$ cat src/rtl/frame_buffer_reader_pkg.sv
// Frame-buffer memory constants shared by the read path and the write queue:
// bus widths, error codes and the reader state encoding.
package frame_buffer_reader_pkg;

    localparam int unsigned ADDR_WIDTH           = 29;
    localparam int unsigned DATA_WIDTH           = 64;
    localparam int unsigned BURST_COUNT_WIDTH    = 8;
    localparam int unsigned WORD_COUNT_WIDTH     = 24;
    localparam int unsigned DEFAULT_BURST_LENGTH = 16;

    localparam logic [7:0] ERR_NONE       = 8'h00;
    localparam logic [7:0] ERR_STRAY_DATA = 8'h80;
    localparam logic [7:0] ERR_OVERFLOW   = 8'h40;
    localparam logic [7:0] ERR_START_BUSY = 8'h20;

    typedef enum logic [1:0] {
        StIdle,
        StIssue,
        StWaitAccept,
        StDrain
    } reader_state_e;

    // Length of the next burst: the full burst, or whatever is left of the frame.
    function automatic logic [BURST_COUNT_WIDTH-1:0] burst_len(
        input logic [WORD_COUNT_WIDTH-1:0] remaining,
        input int unsigned                 max_len
    );
        if (remaining >= WORD_COUNT_WIDTH'(max_len)) begin
            return BURST_COUNT_WIDTH'(max_len);
        end
        return remaining[BURST_COUNT_WIDTH-1:0];
    endfunction

endpackage

$ cat src/rtl/frame_buffer_reader_if.sv
// Avalon-MM burst-read master bus plus the valid/ready pixel stream of the reader.
interface frame_buffer_reader_if;
    import frame_buffer_reader_pkg::*;

    logic [ADDR_WIDTH-1:0]        read_address;
    logic [BURST_COUNT_WIDTH-1:0] read_burstcount;
    logic                         read_read;
    logic                         read_waitrequest;
    logic [DATA_WIDTH-1:0]        read_readdata;
    logic                         read_readdatavalid;

    logic [DATA_WIDTH-1:0]        pixel_data;
    logic                         pixel_valid;
    logic                         pixel_ready;

    modport master (
        output read_address,
        output read_burstcount,
        output read_read,
        input  read_waitrequest,
        input  read_readdata,
        input  read_readdatavalid,
        output pixel_data,
        output pixel_valid,
        input  pixel_ready
    );

    modport slave (
        input  read_address,
        input  read_burstcount,
        input  read_read,
        output read_waitrequest,
        output read_readdata,
        output read_readdatavalid,
        input  pixel_data,
        input  pixel_valid,
        output pixel_ready
    );

endinterface

$ cat src/rtl/frame_buffer_reader_read_data_fifo.sv
// Show-ahead single-clock FIFO with scfifo-style status: usedw wraps to 0 when full,
// so {full, usedw} is the exact occupancy.
module read_data_fifo
    import frame_buffer_reader_pkg::*;
#(
    parameter int unsigned WIDTH           = DATA_WIDTH,
    parameter int unsigned FIFO_DEPTH      = 64,
    parameter int unsigned FIFO_DEPTH_LOG2 = 6
) (
    input  logic                       clock,
    input  logic                       reset_n,
    input  logic                       wrreq,
    input  logic [WIDTH-1:0]           data,
    input  logic                       rdreq,
    output logic [WIDTH-1:0]           q,
    output logic                       empty,
    output logic                       full,
    output logic [FIFO_DEPTH_LOG2-1:0] usedw
);

    logic [WIDTH-1:0]           mem [FIFO_DEPTH];
    logic [FIFO_DEPTH_LOG2-1:0] wr_ptr_q;
    logic [FIFO_DEPTH_LOG2-1:0] rd_ptr_q;
    logic [FIFO_DEPTH_LOG2:0]   count_q;
    logic [FIFO_DEPTH_LOG2:0]   count_d;
    logic                       do_write;
    logic                       do_read;

    assign empty    = (count_q == '0);
    assign full     = count_q[FIFO_DEPTH_LOG2];
    assign usedw    = count_q[FIFO_DEPTH_LOG2-1:0];
    assign do_write = wrreq && !full;
    assign do_read  = rdreq && !empty;
    assign q        = mem[rd_ptr_q];

    always_comb begin
        count_d = count_q;
        unique case ({do_write, do_read})
            2'b10:   count_d = count_q + (FIFO_DEPTH_LOG2 + 1)'(1);
            2'b01:   count_d = count_q - (FIFO_DEPTH_LOG2 + 1)'(1);
            default: count_d = count_q;
        endcase
    end

    // Storage is not reset; only the pointers define what is valid.
    always_ff @(posedge clock) begin
        if (do_write) begin
            mem[wr_ptr_q] <= data;
        end
    end

    always_ff @(posedge clock or negedge reset_n) begin
        if (!reset_n) begin
            wr_ptr_q <= '0;
            rd_ptr_q <= '0;
            count_q  <= '0;
        end else begin
            if (do_write) begin
                wr_ptr_q <= wr_ptr_q + FIFO_DEPTH_LOG2'(1);
            end
            if (do_read) begin
                rd_ptr_q <= rd_ptr_q + FIFO_DEPTH_LOG2'(1);
            end
            count_q <= count_d;
        end
    end

endmodule

$ cat src/rtl/frame_buffer_reader.sv
// Streams a contiguous frame-buffer region over Avalon-MM burst reads into a show-ahead
// FIFO; bursts are only issued when FIFO space is reserved for every returning beat.
module frame_buffer_reader
    import frame_buffer_reader_pkg::*;
#(
    parameter int unsigned FIFO_DEPTH      = 64,
    parameter int unsigned FIFO_DEPTH_LOG2 = 6,
    parameter int unsigned BURST_LENGTH    = DEFAULT_BURST_LENGTH
) (
    input  logic                        clock,
    input  logic                        reset_n,
    input  logic                        frame_start,
    input  logic [ADDR_WIDTH-1:0]       frame_base,
    input  logic [WORD_COUNT_WIDTH-1:0] frame_words,
    output logic                        busy,
    output logic [7:0]                  error,
    frame_buffer_reader_if.master       bus
);

    localparam int unsigned CntWidth = FIFO_DEPTH_LOG2 + 1;

    reader_state_e                 state_q, state_d;
    logic [ADDR_WIDTH-1:0]         next_addr_q, next_addr_d;
    logic [WORD_COUNT_WIDTH-1:0]   remaining_q, remaining_d;
    logic [CntWidth-1:0]           outstanding_q, outstanding_d;
    logic                          read_q, read_d;
    logic [ADDR_WIDTH-1:0]         req_addr_q, req_addr_d;
    logic [BURST_COUNT_WIDTH-1:0]  req_len_q, req_len_d;
    logic                          busy_q, busy_d;
    logic [7:0]                    error_q, error_d;

    logic                          fifo_push;
    logic                          fifo_pop;
    logic                          fifo_empty;
    logic                          fifo_full;
    logic [FIFO_DEPTH_LOG2-1:0]    fifo_usedw;
    logic [CntWidth-1:0]           fifo_count;
    logic [DATA_WIDTH-1:0]         fifo_q;
    logic                          beat_expected;

    logic [15:0]                   credit;
    logic [BURST_COUNT_WIDTH-1:0]  len_start;
    logic [BURST_COUNT_WIDTH-1:0]  len_cur;
    logic [BURST_COUNT_WIDTH-1:0]  issue_len;

    // Return path: beats with nothing outstanding are strays and never enter the FIFO.
    assign fifo_count    = {fifo_full, fifo_usedw};
    assign beat_expected = bus.read_readdatavalid && (outstanding_q != '0);
    assign fifo_push     = beat_expected && !fifo_full;
    assign fifo_pop      = !fifo_empty && bus.pixel_ready;

    read_data_fifo #(
        .WIDTH           (DATA_WIDTH),
        .FIFO_DEPTH      (FIFO_DEPTH),
        .FIFO_DEPTH_LOG2 (FIFO_DEPTH_LOG2)
    ) u_read_data_fifo (
        .clock   (clock),
        .reset_n (reset_n),
        .wrreq   (fifo_push),
        .data    (bus.read_readdata),
        .rdreq   (fifo_pop),
        .q       (fifo_q),
        .empty   (fifo_empty),
        .full    (fifo_full),
        .usedw   (fifo_usedw)
    );

    // Words already buffered plus words still in flight must fit in the FIFO.
    assign credit    = 16'(FIFO_DEPTH) - 16'(fifo_count) - 16'(outstanding_q);
    assign len_start = burst_len(frame_words, BURST_LENGTH);
    assign len_cur   = burst_len(remaining_q, BURST_LENGTH);

    always_comb begin
        state_d     = state_q;
        next_addr_d = next_addr_q;
        remaining_d = remaining_q;
        read_d      = read_q;
        req_addr_d  = req_addr_q;
        req_len_d   = req_len_q;
        busy_d      = busy_q;
        error_d     = ERR_NONE;
        issue_len   = '0;

        unique case (state_q)
            StIdle: begin
                // The first credit check is folded into the start cycle so the
                // request appears on the very next cycle.
                if (frame_start && (frame_words != '0)) begin
                    next_addr_d = frame_base;
                    remaining_d = frame_words;
                    busy_d      = 1'b1;
                    if (credit >= 16'(len_start)) begin
                        issue_len  = len_start;
                        read_d     = 1'b1;
                        req_addr_d = frame_base;
                        req_len_d  = len_start;
                        state_d    = StWaitAccept;
                    end else begin
                        state_d = StIssue;
                    end
                end
            end
            StIssue: begin
                if (credit >= 16'(len_cur)) begin
                    issue_len  = len_cur;
                    read_d     = 1'b1;
                    req_addr_d = next_addr_q;
                    req_len_d  = len_cur;
                    state_d    = StWaitAccept;
                end
            end
            StWaitAccept: begin
                if (!bus.read_waitrequest) begin
                    read_d      = 1'b0;
                    next_addr_d = next_addr_q + ADDR_WIDTH'(req_len_q);
                    remaining_d = remaining_q - WORD_COUNT_WIDTH'(req_len_q);
                    if (remaining_q == WORD_COUNT_WIDTH'(req_len_q)) begin
                        state_d = StDrain;
                    end else begin
                        state_d = StIssue;
                    end
                end
            end
            StDrain: begin
                if (outstanding_q == '0) begin
                    busy_d  = 1'b0;
                    state_d = StIdle;
                end
            end
            default: state_d = StIdle;
        endcase

        if (frame_start && busy_q) begin
            error_d = error_d | ERR_START_BUSY;
        end
        if (bus.read_readdatavalid && (outstanding_q == '0)) begin
            error_d = error_d | ERR_STRAY_DATA;
        end
        if (beat_expected && fifo_full) begin
            error_d = error_d | ERR_OVERFLOW;
        end

        // Reserved at issue time, released per returned beat; both may happen together.
        outstanding_d = outstanding_q + CntWidth'(issue_len) - CntWidth'(beat_expected);
    end

    always_ff @(posedge clock or negedge reset_n) begin
        if (!reset_n) begin
            state_q       <= StIdle;
            next_addr_q   <= '0;
            remaining_q   <= '0;
            outstanding_q <= '0;
            read_q        <= 1'b0;
            req_addr_q    <= '0;
            req_len_q     <= '0;
            busy_q        <= 1'b0;
            error_q       <= ERR_NONE;
        end else begin
            state_q       <= state_d;
            next_addr_q   <= next_addr_d;
            remaining_q   <= remaining_d;
            outstanding_q <= outstanding_d;
            read_q        <= read_d;
            req_addr_q    <= req_addr_d;
            req_len_q     <= req_len_d;
            busy_q        <= busy_d;
            error_q       <= error_d;
        end
    end

    assign bus.read_read       = read_q;
    assign bus.read_address    = req_addr_q;
    assign bus.read_burstcount = req_len_q;
    assign bus.pixel_valid     = !fifo_empty;
    assign bus.pixel_data      = fifo_q;
    assign busy                = busy_q;
    assign error               = error_q;

endmodule

$ cat src/flat_wrapper.sv
// flat-port wrapper written by rule: the top's interface ports become plain ports
module frame_buffer_reader_flat import frame_buffer_reader_pkg::*;
#(
    parameter int unsigned FIFO_DEPTH      = 64,
    parameter int unsigned FIFO_DEPTH_LOG2 = 6,
    parameter int unsigned BURST_LENGTH    = DEFAULT_BURST_LENGTH
)
  (clock, reset_n, frame_start, frame_base, frame_words, busy, error, bus_read_address, bus_read_burstcount, bus_read_read, bus_read_waitrequest, bus_read_readdata, bus_read_readdatavalid, bus_pixel_data, bus_pixel_valid, bus_pixel_ready);
  frame_buffer_reader_if bus_i ();
  input  logic clock;
  input  logic reset_n;
  input  logic frame_start;
  input  logic [ADDR_WIDTH-1:0] frame_base;
  input  logic [WORD_COUNT_WIDTH-1:0] frame_words;
  output logic busy;
  output logic [7:0] error;
  output wire logic [$bits(bus_i.read_address)-1:0] bus_read_address;
  output wire logic [$bits(bus_i.read_burstcount)-1:0] bus_read_burstcount;
  output wire logic [$bits(bus_i.read_read)-1:0] bus_read_read;
  input wire logic [$bits(bus_i.read_waitrequest)-1:0] bus_read_waitrequest;
  input wire logic [$bits(bus_i.read_readdata)-1:0] bus_read_readdata;
  input wire logic [$bits(bus_i.read_readdatavalid)-1:0] bus_read_readdatavalid;
  output wire logic [$bits(bus_i.pixel_data)-1:0] bus_pixel_data;
  output wire logic [$bits(bus_i.pixel_valid)-1:0] bus_pixel_valid;
  input wire logic [$bits(bus_i.pixel_ready)-1:0] bus_pixel_ready;
  assign bus_read_address = bus_i.read_address;
  assign bus_read_burstcount = bus_i.read_burstcount;
  assign bus_read_read = bus_i.read_read;
  assign bus_i.read_waitrequest = bus_read_waitrequest;
  assign bus_i.read_readdata = bus_read_readdata;
  assign bus_i.read_readdatavalid = bus_read_readdatavalid;
  assign bus_pixel_data = bus_i.pixel_data;
  assign bus_pixel_valid = bus_i.pixel_valid;
  assign bus_i.pixel_ready = bus_pixel_ready;
  frame_buffer_reader #(.FIFO_DEPTH(FIFO_DEPTH), .FIFO_DEPTH_LOG2(FIFO_DEPTH_LOG2), .BURST_LENGTH(BURST_LENGTH)) u_core (.clock(clock), .reset_n(reset_n), .frame_start(frame_start), .frame_base(frame_base), .frame_words(frame_words), .busy(busy), .error(error), .bus(bus_i));
endmodule
$ cat config.mk
export PLATFORM = sky130hd
export DESIGN_NAME = frame_buffer_reader_flat
export DESIGN_NICKNAME = d
export VERILOG_FILES = /design/src/rtl/frame_buffer_reader_pkg.sv /design/src/rtl/frame_buffer_reader_if.sv /design/src/rtl/frame_buffer_reader_read_data_fifo.sv /design/src/rtl/frame_buffer_reader.sv /design/src/flat_wrapper.sv
export SDC_FILE = /design/constraint.sdc
export NUM_CORES = 2
export LEC_CHECK = 0
export BUFFER_PORTS_ARGS = -buffer_cell sky130_fd_sc_hd__buf_2
export CAP_MARGIN = 20
export CORE_MARGIN = 2
export CORE_UTILIZATION = 56
export CTS_CLUSTER_SIZE = 25
export DETAILED_ROUTE_END_ITERATION = 10
export PLACE_DENSITY = 0.75
export RECOVER_POWER = 50
export REMOVE_ABC_BUFFERS = 1
export SYNTH_ARGS = -nofsm -noshare
export SYNTH_HDL_FRONTEND = slang
export SYNTH_SLANG_ARGS = --single-unit
$ cat constraint.sdc
create_clock -name clock -period 4.5 [get_ports clock]
set_input_delay 0 -clock clock [delete_from_list [all_inputs] [get_ports clock]]
set_output_delay 0 -clock clock [all_outputs]
set_load 0.05 [all_outputs]
Word-level counts from Yosys, hierarchy flattened
Memories as Yosys holds them, arrays and structs flattened. Cells that the tools add are included.

$add $sub $neg: 10. Equal/unequal tests: 11. Order comparisons: 4. Reductions and logical operators: 26. Muxes and demuxes: 45.

Operators by type and width (count): $mux W29 (5); $pmux W29 S2 (2); $mux W8 (8); $ge A24 B5 Y1 const B (2); $mux W24 (2); $pmux W24 S2 (1); $ge A16 B8 Y1 (2); $add A29 B8 Y29 (1); $mux W7 (4); $pmux W7 S2 (2); $eq A24 B8 Y1 (1); $reduce_bool A24 Y1 (1); $sub A24 B8 Y24 (1); $pmux W8 S2 (1); $sub A16 B7 Y16 (1); $logic_not A7 Y1 (2); $add A6 B1 Y6 const B (2); $mux W2 (6); $mux W1 (10); $logic_and A1 B1 Y1 (9); $ne A2 B1 Y1 const B (4); $pmux W2 S4 (1); $reduce_and A4 Y1 (2); $reduce_bool A2 Y1 (4); 17 further kinds (22).

Bits in writable memories: 4096. Memories: 1. Bits in registers: 128. Bits of input ports: 123.

Memories: u_core.u_read_data_fifo.mem (depth 64, width 64, read ports 1, clocked after memory_dff 0, write ports 1, line frame_buffer_reader_read_data_fifo.sv:21) `logic [WIDTH-1:0] mem [FIFO_DEPTH];`.

Logic depth before layout (Yosys ltp)
Word-level depth: 9. Gate-level depth with buffers: 26.

By module
Synthesis repeated with hierarchy kept, for this count alone.

Cell total of the unflattened synthesis: 7801. Area total of the unflattened synthesis: 163433.0 sq um.

Modules (own cells, without submodules): read_data_fifo (cells each 6953, seq. area each 123473.4 sq um, area an instance 156214.8 sq um, instances 1); frame_buffer_reader (cells each 848, seq. area each 2602.5 sq um, area an instance 7218.2 sq um, instances 1).

Least setup slack after synthesis
OpenSTA, ideal clock, no wires.

Path type: reg2reg. Start point: register u_core.u_read_data_fifo.count_q[0]. End point: register u_core.outstanding_q[6]. Stages on the path, launching flop included: 24. Arrival time: 4.813 ns. Path slack: -0.393 ns. Cell sequence: dfrtp_1 > inv_1 > ha_1 > nand3_1 > nand2_1 > ha_1 > or4_1 > o21a_1 > ha_1 > ha_1 > and4_1 > o21ai_0 > o21bai_1 > nor3_1 > o32a_1 > ha_1 > inv_1 > fa_1 > a21oi_1 > nor2_1 > nor2_1 > o21bai_1 > a21oi_1 > xnor2_1.

Cells in the longest elaborated chain, start to end: 8. Elaborated cells between the ends (all ways): 10.

RTL lines: start, declared (line frame_buffer_reader_read_data_fifo.sv:24) `logic [FIFO_DEPTH_LOG2:0] count_q;`; start signal, assigned (line frame_buffer_reader_read_data_fifo.sv:64) `count_q <= count_d;`; $sub A7 B7 Y8 * (line frame_buffer_reader.sv:69) `assign credit = 16'(FIFO_DEPTH) - 16'(fifo_count) - 16'(outstanding_q);`; $sub A16 B7 Y16 * (line frame_buffer_reader.sv:69); $ge A16 B8 Y1 (line frame_buffer_reader.sv:92) `if (credit >= 16'(len_start)) begin`; $mux W7 (line frame_buffer_reader.sv:92); $mux W7 (line frame_buffer_reader.sv:88) `if (frame_start && (frame_words != '0)) begin`; $pmux W7 S2 * (line frame_buffer_reader.sv:84) `unique case (state_q)`; $add A7 B7 Y7 * (line frame_buffer_reader.sv:144) `outstanding_d = outstanding_q + CntWidth'(issue_len) - CntWidth'(beat_expected);`; $sub A7 B1 Y7 * (line frame_buffer_reader.sv:144); net u_core.outstanding_d[6] (line frame_buffer_reader.sv:25) `logic [CntWidth-1:0] outstanding_q, outstanding_d;`; end signal, assigned (line frame_buffer_reader.sv:162) `outstanding_q <= outstanding_d;`; end, declared (line frame_buffer_reader.sv:25).

Mark *: on every way through the listed nets, which the timed path passes. The rest lies on a longest branch. A chain may end at the register's enable or synchronous reset.

Worst setup path after layout
Start point: input frame_words[17]. End point: register u_core.outstanding_q[6].

Cells in the longest elaborated chain, start to end: 9. Elaborated cells between the ends (all ways): 11.

RTL lines: start, declared (line flat_wrapper.sv:14) `input logic [WORD_COUNT_WIDTH-1:0] frame_words;`; $ge A24 B5 Y1 (line frame_buffer_reader_pkg.sv:28) `if (remaining >= WORD_COUNT_WIDTH'(max_len)) begin`; $mux W1 (line frame_buffer_reader_pkg.sv:28); $mux W8 (line frame_buffer_reader_pkg.sv:31) `return remaining[BURST_COUNT_WIDTH-1:0];`; $ge A16 B8 Y1 (line frame_buffer_reader.sv:92); $mux W7 (line frame_buffer_reader.sv:92); $mux W7 * (line frame_buffer_reader.sv:88); $pmux W7 S2 * (line frame_buffer_reader.sv:84); $add A7 B7 Y7 * (line frame_buffer_reader.sv:144); $sub A7 B1 Y7 * (line frame_buffer_reader.sv:144); net u_core.outstanding_d[6] (line frame_buffer_reader.sv:25).

Marked as above.

==> out/results.ini <==
[outcome]
status = finished, violations left
violations = max-capacitance violations, max-slew violations, negative setup slack

[timing]
maxSlewHeadroom_pct = -106
finalSetupViolCount = 38
fin_crit_ns = 4.79
final_hold_viol_count = 0
rsz0062_at_grt = yes
max_freq_mhz = 209
finalSetupTns_ns = -4.28
finClkSkew_ns = 0.0589
fin_ws_ns = -0.290
worst_pin_slew_ns = 3.09
drv_slew = 4115
fin_crit_sh_pct = 106

[worst_setup_path]
r2r_end = u_core.outstanding_q[6]
reg2reg_from = u_core.u_read_data_fifo.count_q[0]
arrival_ns = 5.69
critPathLaunchType = input port
crit_required_ns = 5.40
crit_type = input port to flip-flop
rrSetupSlack_ns = -0.28
path_max_fanout = 4
reg2reg_depth = 24
end_kind = flip-flop

[routing]
first_pass_iters = 6
route.met2.wl_um = 226000
via_per_inst = 7.11
routed_wl_um = 469000
maxUsedRoutingLayer = met5
dr_total_vias = 85800
drtAntennaViolNets = 0
wl_met3_um = 63500
first_iter_violations = 14200
wire_per_inst_um = 38.9
drc_errors = 0
wl_met1_um = 157000

[grt]
grt-ovfl-total = 0
grt_max_degree = 72
grt_antenna_before_repair = 20
grt_pass1_wl_um = 654000
grt_pass1_vias = 86000
gr-usage-all-layers_pct = 31.6

[placed_design]
dp_slack_ns = -0.677
dp.cells = 11000
hpwl_um = 218000
gp_congestion = 0.824
io_buffer_count = 229

[logic_synthesis]
synth_cell_types = 75
syn_inst = 6930
synthArstFlopShare_pct = 2.92
syn_area_mm2 = 0.164
yosysSeqAreaShare_pct = 77.1
yosysWarnings = 0
synthFlopType = edfxtp_1
yosys_register_bits = 4219
avgSynthCellArea_um2 = 23.6
synth_edf_count = 4096

[power]
power_density_mw_per_mm2 = 633
leakage_nw = 59.9
peakVddDrop_mv = 0.540

[floorplanning]
coreArea_mm2 = 0.291
io_pins = 235
rows = 198
start_util_pct = 56.2
die_x_um = 544
die_h_um = 544
die_area_mm2 = 0.296

[layout]
num-nets-final = 8008
drive_above_1_share_pct = 31.4
n_fill_cell = 17600
final_cell_count_no_fill = 12100
final_util_pct = 64.8
syn_to_final_growth_pct = 15.3

[clock_network]
path_clk_slew_ns = 0.06
cts_max_level = 5
clock_sinks = 4219
cts_tree = done
clock_latency_ns = 0.98
cts_made_buffers = 411
cts-root-buf = clkbuf_16
clockBufferDepth = 4

[hold_path]
hold_path_class = input port to flip-flop
hold_path_end = u_core.remaining_q[1]
min-delay-start = frame_words[1]
whs_path_depth = 6

[flow_run]
max_cap_violations = 66

cell type report:
class,instances,area [um2],area share [%]
diodes,5,12.5,0.00664
clock buffers,488,10600,5.64
clock inverters,278,2570,1.36
inverters,60,225,0.119
multi-input cells,2291,36300,19.3
flip-flops and latches,4219,126000,66.9
well taps,3900,4880,2.59
repair buffers,831,7810,4.14
synth_stat cells (47+ instances only):
library cell,instances,share of area [%]
inv_1,60,0.14
buf_1,47,0.11
mux2_2,64,0.44
nor2_1,101,0.23
mux4_2,1261,17
dfrtp_1,123,1.9
buf_2,110,0.34
a21oi_1,74,0.23
ha_1,66,0.51
a22oi_1,101,0.46
clkbuf_1,183,0.42
nand2_1,140,0.32
edfxtp_1,4096,75
report_power, final:
part | switching [mW] | internal [mW] | leakage [nW]
clock | 15.2 | 19.0 | 6.47
sequential | 1.03 | 44.4 | 38.3
combinational | 21.9 | 17.9 | 15.1
total | 38.2 | 81.3 | 59.9
sequential cells by signal, summed over array words and instances (netlist names):
signal                            count
u_core.u_read_data_fifo.mem        4096
u_core.bus.read_address              29
u_core.next_addr_q                   29
u_core.remaining_q                   24
u_core.bus.read_burstcount            8
u_core.outstanding_q                  7
u_core.u_read_data_fifo.count_q       7
u_core.u_read_data_fifo.rd_ptr_q      6
u_core.u_read_data_fifo.wr_ptr_q      6
u_core.error                          3
u_core.state_q                        2
u_core.bus.read_read                  1
u_core.busy                           1
cells in the final DEF, fill, tap and decap left out, types with 14 or more instances in the layout:
| cell | synthesis | final |
|---|---|---|
| a22o_1 | 15 | 15 |
| a31oi_1 | 15 | 15 |
| a211oi_1 | 21 | 20 |
| mux4_2 | 1261 | 1261 |
| dlygate4sd3_1 | 0 | 214 |
| xnor2_1 | 25 | 21 |
| o22ai_1 | 25 | 25 |
| mux2i_1 | 44 | 44 |
| a22oi_1 | 101 | 99 |
| inv_1 | 60 | 55 |
| mux2_2 | 64 | 61 |
| buf_12 | 0 | 115 |
| clkbuf_1 | 183 | 186 |
| o21ai_0 | 44 | 40 |
| buf_4 | 15 | 228 |
| clkinvlp_4 | 0 | 15 |
| clkinv_1 | 0 | 95 |
| nand3_1 | 26 | 26 |
| a21oi_1 | 74 | 69 |
| edfxtp_1 | 4096 | 4096 |
| dfrtp_1 | 123 | 118 |
| ha_1 | 66 | 56 |
| nor2_1 | 101 | 30 |
| clkbuf_16 | 0 | 416 |
| nor2b_1 | 32 | 30 |
| a221o_1 | 14 | 14 |
| clkinv_2 | 0 | 101 |
| buf_2 | 110 | 137 |
| nor2_4 | 0 | 65 |
| nand2_1 | 140 | 140 |
| bufinv_16 | 0 | 35 |
per-layer routing:
metal  vias up  track usage (%)
li1      31600                -
met1     44900             42.7
met2      7869             50.0
met3      1422             7.72
met4        24             12.9
met5         -                0
logic make-up after synthesis:
logic type,after synthesis,share of synthesized area (%)
DFF,4219,77.1
muxes,1369,18.1
buffers and inverters,430,1.17
AOI/OAI and AO/OA,404,1.73
and+or+nand+nor,401,1.17
adders and majority gates,71,0.566
xor gates and xnor gates,34,0.182
other,2,0.00459
stage by stage:
step           power [mW]  hold slack (ns)  cell area, um2
2_1_floorplan        63.3           -0.296          162000
3_3_place_gp         82.4            0.104          172000
3_5_place_dp         83.0            0.116          172000
4_1_cts               119           0.0195          188000
5_1_grt               123           0.0980          189000
6_report              119           0.0865          189000
critical path: stages:
cell,delay [ns]
dlygate4sd3_1,0.56
buf_2,0.15
nor4_1,0.27
dlygate4sd3_1,0.61
nand3_1,0.09
dlygate4sd3_1,0.61
or2_2,0.37
inv_2,0.11
nand2_1,0.11
ha_1,0.33
a211o_1,0.26
a31oi_1,0.19
o21bai_2,0.12
buf_4,0.15
nor3_4,0.15
buf_4,0.15
o32ai_1,0.09
ha_1,0.25
fa_2,0.40
a21oi_2,0.17
nor2_2,0.06
nor2_2,0.10
o21bai_1,0.09
a21oi_2,0.17
xnor2_1,0.13
how the worst max path moves through the flow:
stage                     depth (start not counted)  slack [ns]                           startpoint                      end
final                                            25       -0.29                      frame_words[17]  u_core.outstanding_q[6]
after global placement                           23       -0.62   u_core.u_read_data_fifo.count_q[1]  u_core.outstanding_q[6]
after global routing                             24       -0.52   u_core.u_read_data_fifo.count_q[0]  u_core.outstanding_q[6]
after floorplan                                   6      -37.10  u_core.u_read_data_fifo.rd_ptr_q[0]       bus_pixel_data[30]
after detailed placement                         21       -0.68   u_core.u_read_data_fifo.count_q[1]  u_core.outstanding_q[6]
after CTS                                        25       -0.34   u_core.u_read_data_fifo.count_q[2]  u_core.outstanding_q[6]
repair_timing:
action                                  in CTS  in global routing
cloned                                       6                  3
endpoints found under the hold margin     4329                 44
endpoints found under the setup margin      41                 51
resized for setup                           46                 34
buffers inserted                            22                  6
hold buffers                               203                 12
pin swaps                                   32                 34
No activity file was read; power rests on OpenSTA's default activity.
